--- config.mk ---
export PLATFORM = sky130hd
export DESIGN_NAME = read_burst_ctrl
export DESIGN_NICKNAME = d
export VERILOG_FILES = /design/src/rtl/read_burst_pkg.sv /design/src/rtl/gear_sync_det.sv /design/src/rtl/read_burst_ctrl.sv
export SDC_FILE = /design/constraint.sdc
export NUM_CORES = 1
export LEC_CHECK = 0
export BUFFER_PORTS_ARGS = -buffer_cell sky130_fd_sc_hd__buf_2
export CAP_MARGIN = 20
export CORE_UTILIZATION = 30
export CTS_CLUSTER_DIAMETER = 80
export CTS_CLUSTER_SIZE = 30
export DETAILED_ROUTE_END_ITERATION = 10
export HOLD_SLACK_MARGIN = 0.1
export PLACE_DENSITY_LB_ADDON = 0.12
export SYNTH_ARGS = -nofsm -noshare
export SYNTH_HDL_FRONTEND = slang
export SYNTH_SLANG_ARGS = --single-unit
--- constraint.sdc ---
create_clock -name i_clk100m -period 3 [get_ports i_clk100m]
set_input_delay 0.3 -clock i_clk100m [delete_from_list [all_inputs] [get_ports i_clk100m]]
set_output_delay 0.3 -clock i_clk100m [all_outputs]
set_load 0.05 [all_outputs]
--- src/rtl/read_burst_pkg.sv ---
// Shared definitions for the FIFO read-burst controller: FSM encoding,
// gear codes and the gear -> {burst length, channel} table.
package read_burst_pkg;

    localparam logic [2:0] ST_IDLE  = 3'd0;
    localparam logic [2:0] ST_SYNC  = 3'd1;
    localparam logic [2:0] ST_ARM   = 3'd2;
    localparam logic [2:0] ST_BURST = 3'd3;
    localparam logic [2:0] ST_DONE  = 3'd4;

    localparam logic [7:0] GEAR_52 = 8'h52;
    localparam logic [7:0] GEAR_51 = 8'h51;
    localparam logic [7:0] GEAR_4F = 8'h4F;
    localparam logic [7:0] GEAR_4E = 8'h4E;
    localparam logic [7:0] GEAR_4D = 8'h4D;
    localparam logic [7:0] GEAR_4C = 8'h4C;
    localparam logic [7:0] GEAR_4B = 8'h4B;
    localparam logic [7:0] GEAR_4A = 8'h4A;
    localparam logic [7:0] GEAR_49 = 8'h49;
    localparam logic [7:0] GEAR_48 = 8'h48;
    localparam logic [7:0] GEAR_47 = 8'h47;
    localparam logic [7:0] GEAR_46 = 8'h46;
    localparam logic [7:0] GEAR_45 = 8'h45;
    localparam logic [7:0] GEAR_44 = 8'h44;
    localparam logic [7:0] GEAR_43 = 8'h43;
    localparam logic [7:0] GEAR_42 = 8'h42;
    localparam logic [7:0] GEAR_41 = 8'h41;

    localparam int LEN_W = 16;

    typedef struct packed {
        logic [LEN_W-1:0] len;
        logic             ch;
    } gear_cfg_t;

    // Unknown codes return len 0, which the controller treats as "do not start".
    function automatic gear_cfg_t gear_lookup(input logic [7:0] code);
        gear_cfg_t cfg;
        cfg.len = '0;
        cfg.ch  = 1'b0;
        case (code)
            GEAR_52:                         cfg.len = 16'd48;
            GEAR_51:                         cfg.len = 16'd20;
            GEAR_4F, GEAR_4E:                cfg.len = 16'd40;
            GEAR_4D, GEAR_4C:                cfg.len = 16'd80;
            GEAR_4B, GEAR_4A:                cfg.len = 16'd160;
            GEAR_49:                         cfg.len = 16'd320;
            GEAR_48, GEAR_47, GEAR_46,
            GEAR_45, GEAR_44:                cfg.len = 16'd160;
            GEAR_43: begin
                cfg.len = 16'd320;
                cfg.ch  = 1'b1;
            end
            GEAR_42: begin
                cfg.len = 16'd480;
                cfg.ch  = 1'b1;
            end
            GEAR_41:                         cfg.len = 16'd480;
            default:                         cfg.len = '0;
        endcase
        return cfg;
    endfunction

endpackage

--- src/rtl/gear_sync_det.sv ---
// Two-flop synchroniser for the asynchronous gear code, change detect,
// and the one-cycle active-low reset pulse sent to the downstream P2S.
module gear_sync_det #(
    parameter int GEAR_W = 8
) (
    input  logic              clk_i,
    input  logic              rst_i,
    input  logic [GEAR_W-1:0] gear_i,
    output logic [GEAR_W-1:0] g2_o,
    output logic              gear_chg_o,
    output logic              p2s_rstn_o
);

    logic [GEAR_W-1:0] g1_q;
    logic [GEAR_W-1:0] g2_q;
    logic              rstn_q;

    always_ff @(posedge clk_i) begin
        if (rst_i) begin
            g1_q   <= '0;
            g2_q   <= '0;
            rstn_q <= 1'b1;
        end else begin
            g1_q   <= gear_i;
            g2_q   <= g1_q;
            rstn_q <= (g1_q == g2_q);
        end
    end

    assign g2_o       = g2_q;
    assign gear_chg_o = (g1_q != g2_q);
    assign p2s_rstn_o = rstn_q | rst_i;

endmodule

--- src/rtl/read_burst_ctrl.sv ---
// Issues exactly r_len FIFO reads on the channel selected by the gear code,
// aborting on a gear change and giving up after too many empty cycles.
module read_burst_ctrl
    import read_burst_pkg::*;
#(
    parameter int NUM_CH    = 2,
    parameter int GEAR_W    = 8,
    parameter int CNT_W     = 16,
    parameter int STALL_MAX = 64
) (
    input  logic              i_clk100m,
    input  logic              i_rst,
    input  logic [GEAR_W-1:0] i_down_gear,
    input  logic [NUM_CH-1:0] i_rd_flag,
    input  logic [NUM_CH-1:0] i_fifo_empty,
    output logic [NUM_CH-1:0] o_rd_en,
    output logic              o_p2s_rstn,
    output logic              o_busy,
    output logic              o_done,
    output logic              o_abort,
    output logic              o_underrun
);

    localparam int CH_W    = (NUM_CH > 1) ? $clog2(NUM_CH) : 1;
    localparam int STALL_W = $clog2(STALL_MAX + 1);

    logic [GEAR_W-1:0]  g2;
    logic               gear_chg;
    logic [31:0]        gear_ext;
    gear_cfg_t          cfg;
    logic               gear_valid;

    logic [2:0]         state_q, state_d;
    logic [CNT_W-1:0]   len_q, len_d;
    logic [CH_W-1:0]    ch_q, ch_d;
    logic [CNT_W-1:0]   count_q, count_d;
    logic [STALL_W-1:0] stall_q, stall_d;
    logic               abort_q, abort_d;
    logic               underrun_q, underrun_d;

    logic               rd_fire;
    logic [CNT_W-1:0]   count_inc;
    logic [STALL_W-1:0] stall_inc;

    gear_sync_det #(
        .GEAR_W (GEAR_W)
    ) u_gear_sync (
        .clk_i      (i_clk100m),
        .rst_i      (i_rst),
        .gear_i     (i_down_gear),
        .g2_o       (g2),
        .gear_chg_o (gear_chg),
        .p2s_rstn_o (o_p2s_rstn)
    );

    // Codes wider than 8 bits are only valid when the upper bits are zero.
    assign gear_ext   = 32'(g2);
    assign cfg        = gear_lookup(gear_ext[7:0]);
    assign gear_valid = (g2 != '0) && (gear_ext[31:8] == 24'd0) && (cfg.len != '0);

    // The read strobe is combinational so an empty FIFO, a gear change or
    // reset suppresses it in the very cycle it is seen.
    assign rd_fire   = (state_q == ST_BURST) && !gear_chg && !i_rst && !i_fifo_empty[ch_q];
    assign count_inc = count_q + CNT_W'(1);
    assign stall_inc = stall_q + STALL_W'(1);

    generate
        for (genvar gi = 0; gi < NUM_CH; gi++) begin : g_rd_en
            assign o_rd_en[gi] = rd_fire && (ch_q == CH_W'(gi));
        end
    endgenerate

    always_comb begin
        state_d    = state_q;
        len_d      = len_q;
        ch_d       = ch_q;
        count_d    = count_q;
        stall_d    = stall_q;
        abort_d    = 1'b0;
        underrun_d = 1'b0;
        case (state_q)
            ST_IDLE: begin
                if (gear_valid) begin
                    state_d = ST_SYNC;
                end
            end
            ST_SYNC: begin
                if (!gear_chg && gear_valid) begin
                    len_d   = CNT_W'(cfg.len);
                    ch_d    = CH_W'(cfg.ch);
                    state_d = ST_ARM;
                end else begin
                    state_d = ST_IDLE;
                end
            end
            ST_ARM: begin
                if (gear_chg) begin
                    abort_d = 1'b1;
                    state_d = ST_IDLE;
                end else if (i_rd_flag[ch_q]) begin
                    count_d = '0;
                    stall_d = '0;
                    state_d = ST_BURST;
                end
            end
            ST_BURST: begin
                if (gear_chg) begin
                    abort_d = 1'b1;
                    state_d = ST_IDLE;
                end else if (rd_fire) begin
                    count_d = count_inc;
                    stall_d = '0;
                    if (count_inc == len_q) begin
                        state_d = ST_DONE;
                    end
                end else begin
                    stall_d = stall_inc;
                    if (stall_inc == STALL_W'(STALL_MAX)) begin
                        underrun_d = 1'b1;
                        state_d    = ST_IDLE;
                    end
                end
            end
            ST_DONE: begin
                state_d = ST_IDLE;
            end
            default: begin
                state_d = ST_IDLE;
            end
        endcase
    end

    always_ff @(posedge i_clk100m) begin
        if (i_rst) begin
            state_q    <= ST_IDLE;
            len_q      <= '0;
            ch_q       <= '0;
            count_q    <= '0;
            stall_q    <= '0;
            abort_q    <= 1'b0;
            underrun_q <= 1'b0;
        end else begin
            state_q    <= state_d;
            len_q      <= len_d;
            ch_q       <= ch_d;
            count_q    <= count_d;
            stall_q    <= stall_d;
            abort_q    <= abort_d;
            underrun_q <= underrun_d;
        end
    end

    assign o_busy     = !i_rst && ((state_q == ST_ARM) || (state_q == ST_BURST));
    assign o_done     = !i_rst && (state_q == ST_DONE);
    assign o_abort    = !i_rst && abort_q;
    assign o_underrun = !i_rst && underrun_q;

endmodule
==> results of run 1 <==
logic make-up (layout without fill, tap and decap cells):
family / Yosys count / in the layout / share of synthesized area, %
AND/OR/NAND/NOR: 154 / 154 / 30.83
AO/OA/AOI/OAI: 85 / 85 / 19.94
flip-flops: 53 / 53 / 36.36
buffers and inverters: 36 / 46 / 5.660
XOR/XNOR: 16 / 16 / 5.317
multiplexers: 3 / 3 / 1.029
adder cells (fa/ha/maj): 2 / 2 / 0.8575
synth_stat cells (2+ instances only):
cell	count	area share, %
dfxtp_1	53	36
nand2_1	33	4.2
a21oi_1	27	4.6
nor2b_1	24	5.1
nor2_1	21	2.7
clkbuf_1	18	2.3
a311oi_1	17	5.1
xor2_1	14	4.2
o21ai_0	12	2.1
nand3_1	11	1.9
nor3_1	11	1.9
and3_1	8	1.7
inv_1	8	1.0
buf_2	6	1.0
a41oi_1	5	1.5
nor4_1	5	1.1
or4_1	5	1.3
a31oi_1	4	0.86
nand2b_1	4	0.86
nand4_1	4	0.86
mux2i_1	3	1.0
nor4b_1	3	0.90
o311a_1	3	1.0
o31ai_1	3	0.77
or2_2	3	0.64
or3_1	3	0.64
a211oi_1	2	0.51
a22oi_1	2	0.51
buf_4	2	0.51
buf_6	2	0.77
ha_1	2	0.86
nand3_4	2	1.2
nand4b_1	2	0.60
o211ai_1	2	0.51
o22ai_1	2	0.43
or4_4	2	0.77
metal layers:
metal	wire length, um	track usage (%)	vias up
met3	148	2.566	8
met2	3013	23.02	34
met5	0	0	-
met4	101	4.459	0
li1	-	-	1304
met1	3572	19.97	1149
path summary, 6_finish.rpt:
| path | cells after the start | start | slack [ns] | endpoint |
|---|---|---|---|---|
| hold reg to reg | 2 | len_q[3] | 0.48 | len_q[3] |
| hold / removal | 2 | i_down_gear[7] | 0.19 | u_gear_sync.g1_q[7] |
| setup / recovery | 7 | count_q[0] | 0.21 | state_q[0] |
| setup reg to reg | 7 | count_q[0] | 0.21 | state_q[0] |
through the flow:
stage               setup WS [ns]  util [%]
floorplan                  0.4211         -
global placement           0.2936     33.57
detailed placement         0.2228     33.57
CTS                        0.2106     34.59
global route              0.04089     34.59
finish                     0.2078     34.59
final cells by class:
cell class | count | area (um^2) | area share (%)
repair buffers | 30 | 175.2 | 5.428
multi-input cells | 260 | 1704 | 52.81
clock buffers | 5 | 68.82 | 2.133
flip-flops and latches | 53 | 1061 | 32.88
clock inverters | 3 | 26.28 | 0.8143
inverters | 8 | 30.03 | 0.9306
well taps | 129 | 161.4 | 5.002
critical path: cells and delay by family, from the launching register on:
| family | cells | cell delay (ns) |
|---|---|---|
| AOI/OAI and AO/OA | 3 | 0.97 |
| adders and majority gates | 1 | 0.24 |
| DFF | 1 | 0.41 |
| and+or+nand+nor | 3 | 1.08 |
power groups by stage:
stage / Clock, W / Sequential, W / Combinational [W]
after floorplan: 0 / 0.000735 / 0.0000579
after global placement: 0 / 0.000743 / 0.0000698
after detailed placement: 0 / 0.000743 / 0.0000701
after CTS: 0.000452 / 0.000727 / 0.0000703
after global routing: 0.000477 / 0.000730 / 0.0000777
final: 0.000432 / 0.000727 / 0.0000686
registers in the layout, indices dropped and copies added, names as in the netlist, 3 cells and up:
name	cells
count_q	16
u_gear_sync.g1_q	8
u_gear_sync.g2_o	8
len_q	7
stall_q	7
state_q	3
==> results by group, run 1 <==
Floorplan
  • Die Wd: 100.6 um
  • Core Region: 9328 um^2
  • Die area: 10120 um^2
  • Vert. Die Dim: 100.6 um
  • I/O pins: 21
  • Initial Utilization: 31.28%
  • Row count: 35

Critical path
  • Max incr delay on CP: 0.50 ns
  • Critical Path Fanout Max: 5
  • CP Launch Type: register
  • Req. time, crit path: 3.21 ns
  • Critical Path, Cell by Cell: ha_1, nand3_1, or4_4, or4_4, a2111oi_2, a31oi_1, o311a_1
  • Crit path DAT: 3.00 ns
  • Crit. End Element: register
  • Type of the worst setup path: reg2reg
  • CP max-delay cell: or4_4
  • Most frequent CP cell: or4_4

Pwr
  • Sequential Power Share: 59.2%
  • Total power: 0.001227 W
  • NetSw: 0.0003129 W
  • P_leak: 1.093 nW
  • Peak VDD IR: 196.8 uV
  • Int Pwr: 0.0009145 W
  • Pwr dens: 380.4 nW/um^2
  • Sw Share: 25.49%
  • Comb power frac: 5.6%
  • Clock power share: 35.2%

GRT
  • Initial antenna violation count: 0
  • Vias in the first global route: 2322
  • Gr ovfl total: 0
  • Tot GR Track Use: 14.50%
  • Pin count of the biggest net entering global routing: 54
  • First-pass GRT wire length: 11.60 mm

STA
  • Final worst path period need: 2.792 ns
  • Max_slew headroom: 58.78%
  • Fin. Hold Viols: 0
  • Fmax: 358.1 MHz
  • Pins Over Slew Limit: 0
  • Skew final: 0.006380 ns
  • Final period util: 93.07%
  • Final hold slack: 0.1880 ns
  • RSZ-0062 raised after global routing: false
  • Final setup viols: 0
  • Slew @ Worst Pin: 0.6119 ns
  • Setup TNS: 0 ns

Logic synthesis
  • Post-synth EDFFs: 0
  • Syn_nets: 365
  • Syn. warnings: 0
  • Average cell area after synthesis: 8.360 um^2
  • Flip-flop and latch count after synthesis: 53
  • Sequential fraction of the synthesis area: 36.36%
  • Syn Inst Count: 349
  • Synth Flop Type: dfxtp_1
  • Synth Cell Area: 2918 um^2
  • Post-synth ARST share: 0%
  • Yosys cell types: 57

Drt
  • Via count: 2495
  • Detailed Route WL: 6.836 mm
  • Post-DRT Antenna Nets: 0
  • Drt first pass iters: 4
  • Violation count after the first detailed-route iteration: 145
  • Routed length per instance: 14.01 um
  • Residual DRC: 0
  • Vias per inst: 5.113

Layout
  • Most frequent cells in the layout: dfxtp_1 (53), nand2_1 (33), a21oi_1 (27)
  • Commonest non-fill, non-tap cell in the layout: dfxtp_1
  • Post-route insts no fill: 488
  • Diodes inserted: 0
  • FILL cells: 972
  • Final net count: 374
  • Share of cells above drive strength 1: 15.04%
  • P&R area growth vs syn: 10.59%
  • Cell area after layout: 3227 um^2

Placement
  • Hpwl dp: 4.731 mm
  • Routability cong.: 0.8105
  • Area after DPL: 3132 um^2
  • Port bufs: 20
  • Dpl cells: 480

Clock network
  • CTS H-Tree Depth: 2
  • CTS resizes: 0
  • Clock Sinks: 53
  • Post-CTS Setup Bufs: 0
  • Total CTS buffers: 5
  • CTS Hold Bufs: 0
  • CTS tree: yes
  • Clock slew at reported path FFs: 0.11 ns
  • Clock root buffer: clkbuf_8
  • Worst skew pair latency: 0.31 ns
  • Clock Path Buffers: 2

Hold path
  • Hold crit path type: in2reg

Run
  • Max-Cap Viols: 0

Run status
  • Status: finished, final reports clean
Power figures use the tool's default switching activity.
==> run 2: changes to the inputs <==
==> constraint.sdc (replaced) <==
create_clock -name i_clk100m -period 3 [get_ports i_clk100m]
set_input_delay 0.3 -clock i_clk100m [delete_from_list [all_inputs] [get_ports i_clk100m]]
set_output_delay 0.3 -clock i_clk100m [all_outputs]
set_load 0.1 [all_outputs]
==> run 2 against run 1 <==
Core utilization is 0.054 points higher. Clock-buffer cell count stayed put. Total power hardly changed. Maximum frequency is 0.74% higher. Clock skew is 0.0020 ns higher. Non-clock buffer count stayed put. Final cell count stayed put. Die area stayed put. Sequential cell count stayed put. Clock power is 1% lower. Critical endpoint unchanged. Largest cell class unchanged.
==> results by group, run 2 (synthesized netlist as in run 1, its figures left out) <==
Clock network
  • Worst skew pair latency: 0.31 ns
  • Clock Path Buffers: 2
  • Post-CTS Setup Bufs: 0
  • Clock Sinks: 53
  • CTS H-Tree Depth: 2
  • CTS resizes: 0
  • Clock slew at reported path FFs: 0.11 ns
  • Total CTS buffers: 5
  • Clock root buffer: clkbuf_8
  • CTS Hold Bufs: 0
  • CTS tree: yes

Critical path
  • Type of the worst setup path: reg2reg
  • CP max-delay cell: or4_4
  • Buf+Inv Stages, Crit Path: 0
  • Req. time, crit path: 3.21 ns
  • Crit. End Element: register
  • Crit path DAT: 2.98 ns
  • Critical Path, Cell by Cell: ha_1, nand3_1, or4_4, or4_4, a2111oi_2, a31oi_1, o311a_1
  • Crit path max-delay family: simple AND/OR/NAND/NOR gates
  • Critical Path Fanout Max: 5
  • Max incr delay on CP: 0.50 ns
  • Most frequent CP cell: or4_4
  • CP Launch Type: register

Run status
  • Status: finished, final reports clean

STA
  • Fmax: 360.8 MHz
  • Pins Over Slew Limit: 0
  • Fin. Hold Viols: 0
  • Slew @ Worst Pin: 0.5968 ns
  • RSZ-0062 raised after global routing: false
  • Final setup viols: 0
  • Max_slew headroom: 59.79%
  • Final worst path period need: 2.772 ns
  • Final period util: 92.39%
  • Skew final: 0.008382 ns

Run
  • Max-Cap Viols: 0

Pwr
  • Total power: 0.001226 W
  • Pwr dens: 379.5 nW/um^2
  • Peak VDD IR: 193.9 uV
  • P_leak: 1.097 nW

Layout
  • Multi-input gate area: 1710 um^2
  • Max reg flops: 16
  • FILL cells: 966
  • Cell area after layout: 3232 um^2
  • Reg with most FFs: count_q
  • P&R area growth vs syn: 10.76%
  • Final net count: 374
  • Most frequent cells in the layout: dfxtp_1 (53), nand2_1 (33), a21oi_1 (27)
  • Commonest non-fill, non-tap cell in the layout: dfxtp_1
  • Register cell area after layout: 1061 um^2
  • Share of cells above drive strength 1: 15.32%
  • Diodes inserted: 0

Placement
  • Routability cong.: 0.8188
  • Port bufs: 20
  • Hpwl dp: 4.689 mm
  • Area after DPL: 3138 um^2

Floorplan
  • Die area: 10120 um^2
  • Vert. Die Dim: 100.6 um
  • Core Region: 9328 um^2
  • Die Wd: 100.6 um
  • I/O pins: 21
  • Row count: 35
  • Initial Utilization: 31.28%

Hold path
  • Hold crit path type: in2reg

Drt
  • Via count: 2529
  • Detailed Route WL: 6.797 mm
  • Vias per inst: 5.182
  • Post-DRT Antenna Nets: 0
  • Routed length per instance: 13.93 um
  • Residual DRC: 0
  • Drt first pass iters: 4
  • Violation count after the first detailed-route iteration: 120

GRT
  • Vias in the first global route: 2315
  • First-pass GRT wire length: 11.21 mm
  • Gr ovfl total: 0
  • Pin count of the biggest net entering global routing: 54
  • Tot GR Track Use: 13.95%
  • Initial antenna violation count: 0
## run 2: cell types whose count changed in the layout (fill, tap and decap cells not counted)
| cell | before | now |
|---|---|---|
| clkinv_4 | 0 | 1 |
| clkinvlp_4 | 2 | 1 |
| inv_6 | 0 | 1 |
| inv_8 | 1 | 0 |
| nor4b_1 | 2 | 1 |
| nor4b_2 | 1 | 2 |
## run 2: metrics by stage
step	setup TNS (ns)	util, %	instances	hold WS, ns	worst slack, ns
3_5_place_dp	0	33.64	480	0.4663	0.2444
3_3_place_gp	0	33.64	480	0.4623	0.2855
2_1_floorplan	-0.6434	-	349	0.4282	-0.3543
4_1_cts	0	34.65	488	0.1779	0.2220
5_1_grt	0	34.65	488	0.1741	0.09841
6_report	0	34.65	488	0.1889	0.2283
## run 2: worst paths after layout
path                            slack, ns            from  depth (start not counted)                   to
worst max-delay path                 0.23      count_q[0]                          7           state_q[0]
worst min-delay path                 0.19  i_down_gear[4]                          2  u_gear_sync.g1_q[4]
worst max register to register       0.23      count_q[0]                          7           state_q[0]
worst min register to register       0.48        len_q[2]                          2             len_q[2]
## run 2: final cells by class
| cell class | instances | share of cell area [%] |
|---|---|---|
| clock inverter | 3 | 0.7743 |
| timing repair buffer | 30 | 5.420 |
| sequential | 53 | 32.83 |
| clock buffer | 5 | 2.129 |
| multi-input combinational | 260 | 52.92 |
| inverter | 8 | 0.9292 |
| tap | 129 | 4.994 |
## run 2: power by group
group,internal [W],switching [W],total [W]
Combinational,0.0000293,0.0000432,0.0000726
Sequential,0.000715,0.0000122,0.000727
Clock,0.000169,0.000258,0.000427
## run 2: routing by layer
metal / vias to the layer above / track usage [%] / share of wire, %
met2: 39 / 22.66 / 45
met4: 0 / 4.013 / 1.0
met5: - / 0 / 0
met1: 1179 / 18.89 / 51
met3: 5 / 2.497 / 2.7
li1: 1306 / - / -
==> run 3: changes to the inputs <==
--- a/config.mk
+++ b/config.mk
@@ -8,6 +8,7 @@
 export BUFFER_PORTS_ARGS = -buffer_cell sky130_fd_sc_hd__buf_2
 export CAP_MARGIN = 20
 export CORE_UTILIZATION = 30
+export CTS_BUF_LIST = sky130_fd_sc_hd__clkbuf_4
 export CTS_CLUSTER_DIAMETER = 80
 export CTS_CLUSTER_SIZE = 30
 export DETAILED_ROUTE_END_ITERATION = 10
==> run 3 against run 2 <==
Clock-buffer cell count stayed put. Sequential cell count stayed put. Critical path type unchanged. Highest routed layer unchanged. Worst setup slack lost 0.0024 ns.
==> results by group, run 3 (synthesized netlist as in run 1, its figures left out) <==
Run status
  • Status: finished, final reports clean

STA
  • Pins Over Slew Limit: 0
  • Final period util: 92.47%
  • Slew @ Worst Pin: 0.6109 ns
  • Fmax: 360.5 MHz
  • Max_slew headroom: 58.84%
  • RSZ-0062 raised after global routing: false
  • Final worst path period need: 2.774 ns
  • Skew final: 0.01223 ns
  • Final hold slack: 0.2895 ns
  • Final setup viols: 0
  • Fin. Hold Viols: 0

Critical path
  • CP Launch Type: register
  • Type of the worst setup path: reg2reg
  • Crit. End Element: register
  • Critical Path Fanout Max: 5
  • Worst R2R Start: count_q[0]
  • Req. time, crit path: 3.30 ns
  • Crit path DAT: 3.07 ns
  • CP Launch Point: count_q[0]

GRT
  • Initial antenna violation count: 0
  • Pin count of the biggest net entering global routing: 54
  • Tot GR Track Use: 14.05%
  • First-pass GRT wire length: 11.30 mm
  • Vias in the first global route: 2340
  • Gr ovfl total: 0

Drt
  • Via count: 2556
  • Residual DRC: 0
  • Vias per inst: 5.153
  • Violation count after the first detailed-route iteration: 141
  • Drt first pass iters: 5
  • Routed length per instance: 13.79 um
  • Post-DRT Antenna Nets: 0
  • Detailed Route WL: 6.842 mm

Layout
  • Util after Layout: 35.20%
  • Share of cells above drive strength 1: 14.99%
  • Final net count: 382
  • Most frequent cells in the layout: dfxtp_1 (53), nand2_1 (33), a21oi_1 (27)
  • Max reg flops: 16
  • FILL cells: 962
  • Reg with most FFs: count_q
  • Post-route insts no fill: 496
  • P&R area growth vs syn: 12.52%
  • Commonest non-fill, non-tap cell in the layout: dfxtp_1
  • Diodes inserted: 0

Clock network
  • Clock Sinks: 53
  • Clock root buffer: clkbuf_4
  • Clock Path Buffers: 2
  • Clock slew at reported path FFs: 0.17 ns
  • Post-CTS Setup Bufs: 0
  • Worst skew pair latency: 0.38 ns
  • CTS H-Tree Depth: 2
  • Total CTS buffers: 5
  • CTS tree: yes

Floorplan
  • Core Region: 9328 um^2
  • Row count: 35
  • Die Wd: 100.6 um
  • Vert. Die Dim: 100.6 um
  • Initial Utilization: 31.28%
  • I/O pins: 21
  • Die area: 10120 um^2

Placement
  • Port bufs: 20
  • Hpwl dp: 4.689 mm
  • Routability cong.: 0.8188
  • Dpl cells: 480

Pwr
  • Peak VDD IR: 195.9 uV
  • Pwr dens: 352.1 nW/um^2
  • Total power: 0.001156 W
  • P_leak: 1.117 nW

Hold path
  • Min-delay src: i_fifo_empty[0]
  • Hold crit path type: in2reg

Run
  • Max-Cap Viols: 0
[run 3: stage by stage]
step           worst slack (ns)  setup TNS (ns)  cell area, um^2
6_report                 0.2260               0             3283
5_1_grt                 0.05372               0             3283
3_5_place_dp             0.2444               0             3138
4_1_cts                  0.1603               0             3271
3_3_place_gp             0.2855               0             3138
2_1_floorplan           -0.3543         -0.6434             2937
[run 3: worst paths after layout]
kind                end  slack (ns)  depth (start not counted)
max reg2reg  state_q[0]        0.23                          7
min          underrun_q        0.29                          3
max          state_q[0]        0.23                          7
min reg2reg    len_q[2]        0.48                          2
[run 3: metal layers]
metal  vias up  global-route usage (%)  wire length (um)
met5         -                       0                 0
met4         0                   4.013                80
met3         7                   2.497               209
met2        53                   22.97              3039
met1      1170                   18.94              3512
li1       1326                       -                 -
[run 3: final cells by class]
| class | count | area (um^2) | share of cell area, % |
|---|---|---|---|
| multi-input cells | 260 | 1710 | 52.10 |
| flip-flops and latches | 53 | 1061 | 32.32 |
| repair buffers | 38 | 257.7 | 7.851 |
| well taps | 129 | 161.4 | 4.916 |
| clock buffers | 5 | 37.54 | 1.143 |
| inverters | 8 | 30.03 | 0.9146 |
| clock inverters | 3 | 25.02 | 0.7622 |
[run 3: timing repair]
action / CTS / global route
hold buffers: 7 / 1
gates resized for setup: 0 / 1
endpoints found under the setup margin: 0 / 1
endpoints found under the hold margin: 7 / 1
[run 3: power by group]
part | switching, W | internal [W]
Combinational | 0.0000444 | 0.0000361
Clock | 0.000251 | 0.0000963
Sequential | 0.0000122 | 0.000716
[run 3: critical path, stage by stage (launching register included)]
cell       delay [ns]
dfxtp_1          0.44
ha_1             0.23
nand3_1          0.12
or4_4            0.46
or4_4            0.50
a2111oi_2        0.42
a31oi_1          0.17
o311a_1          0.36
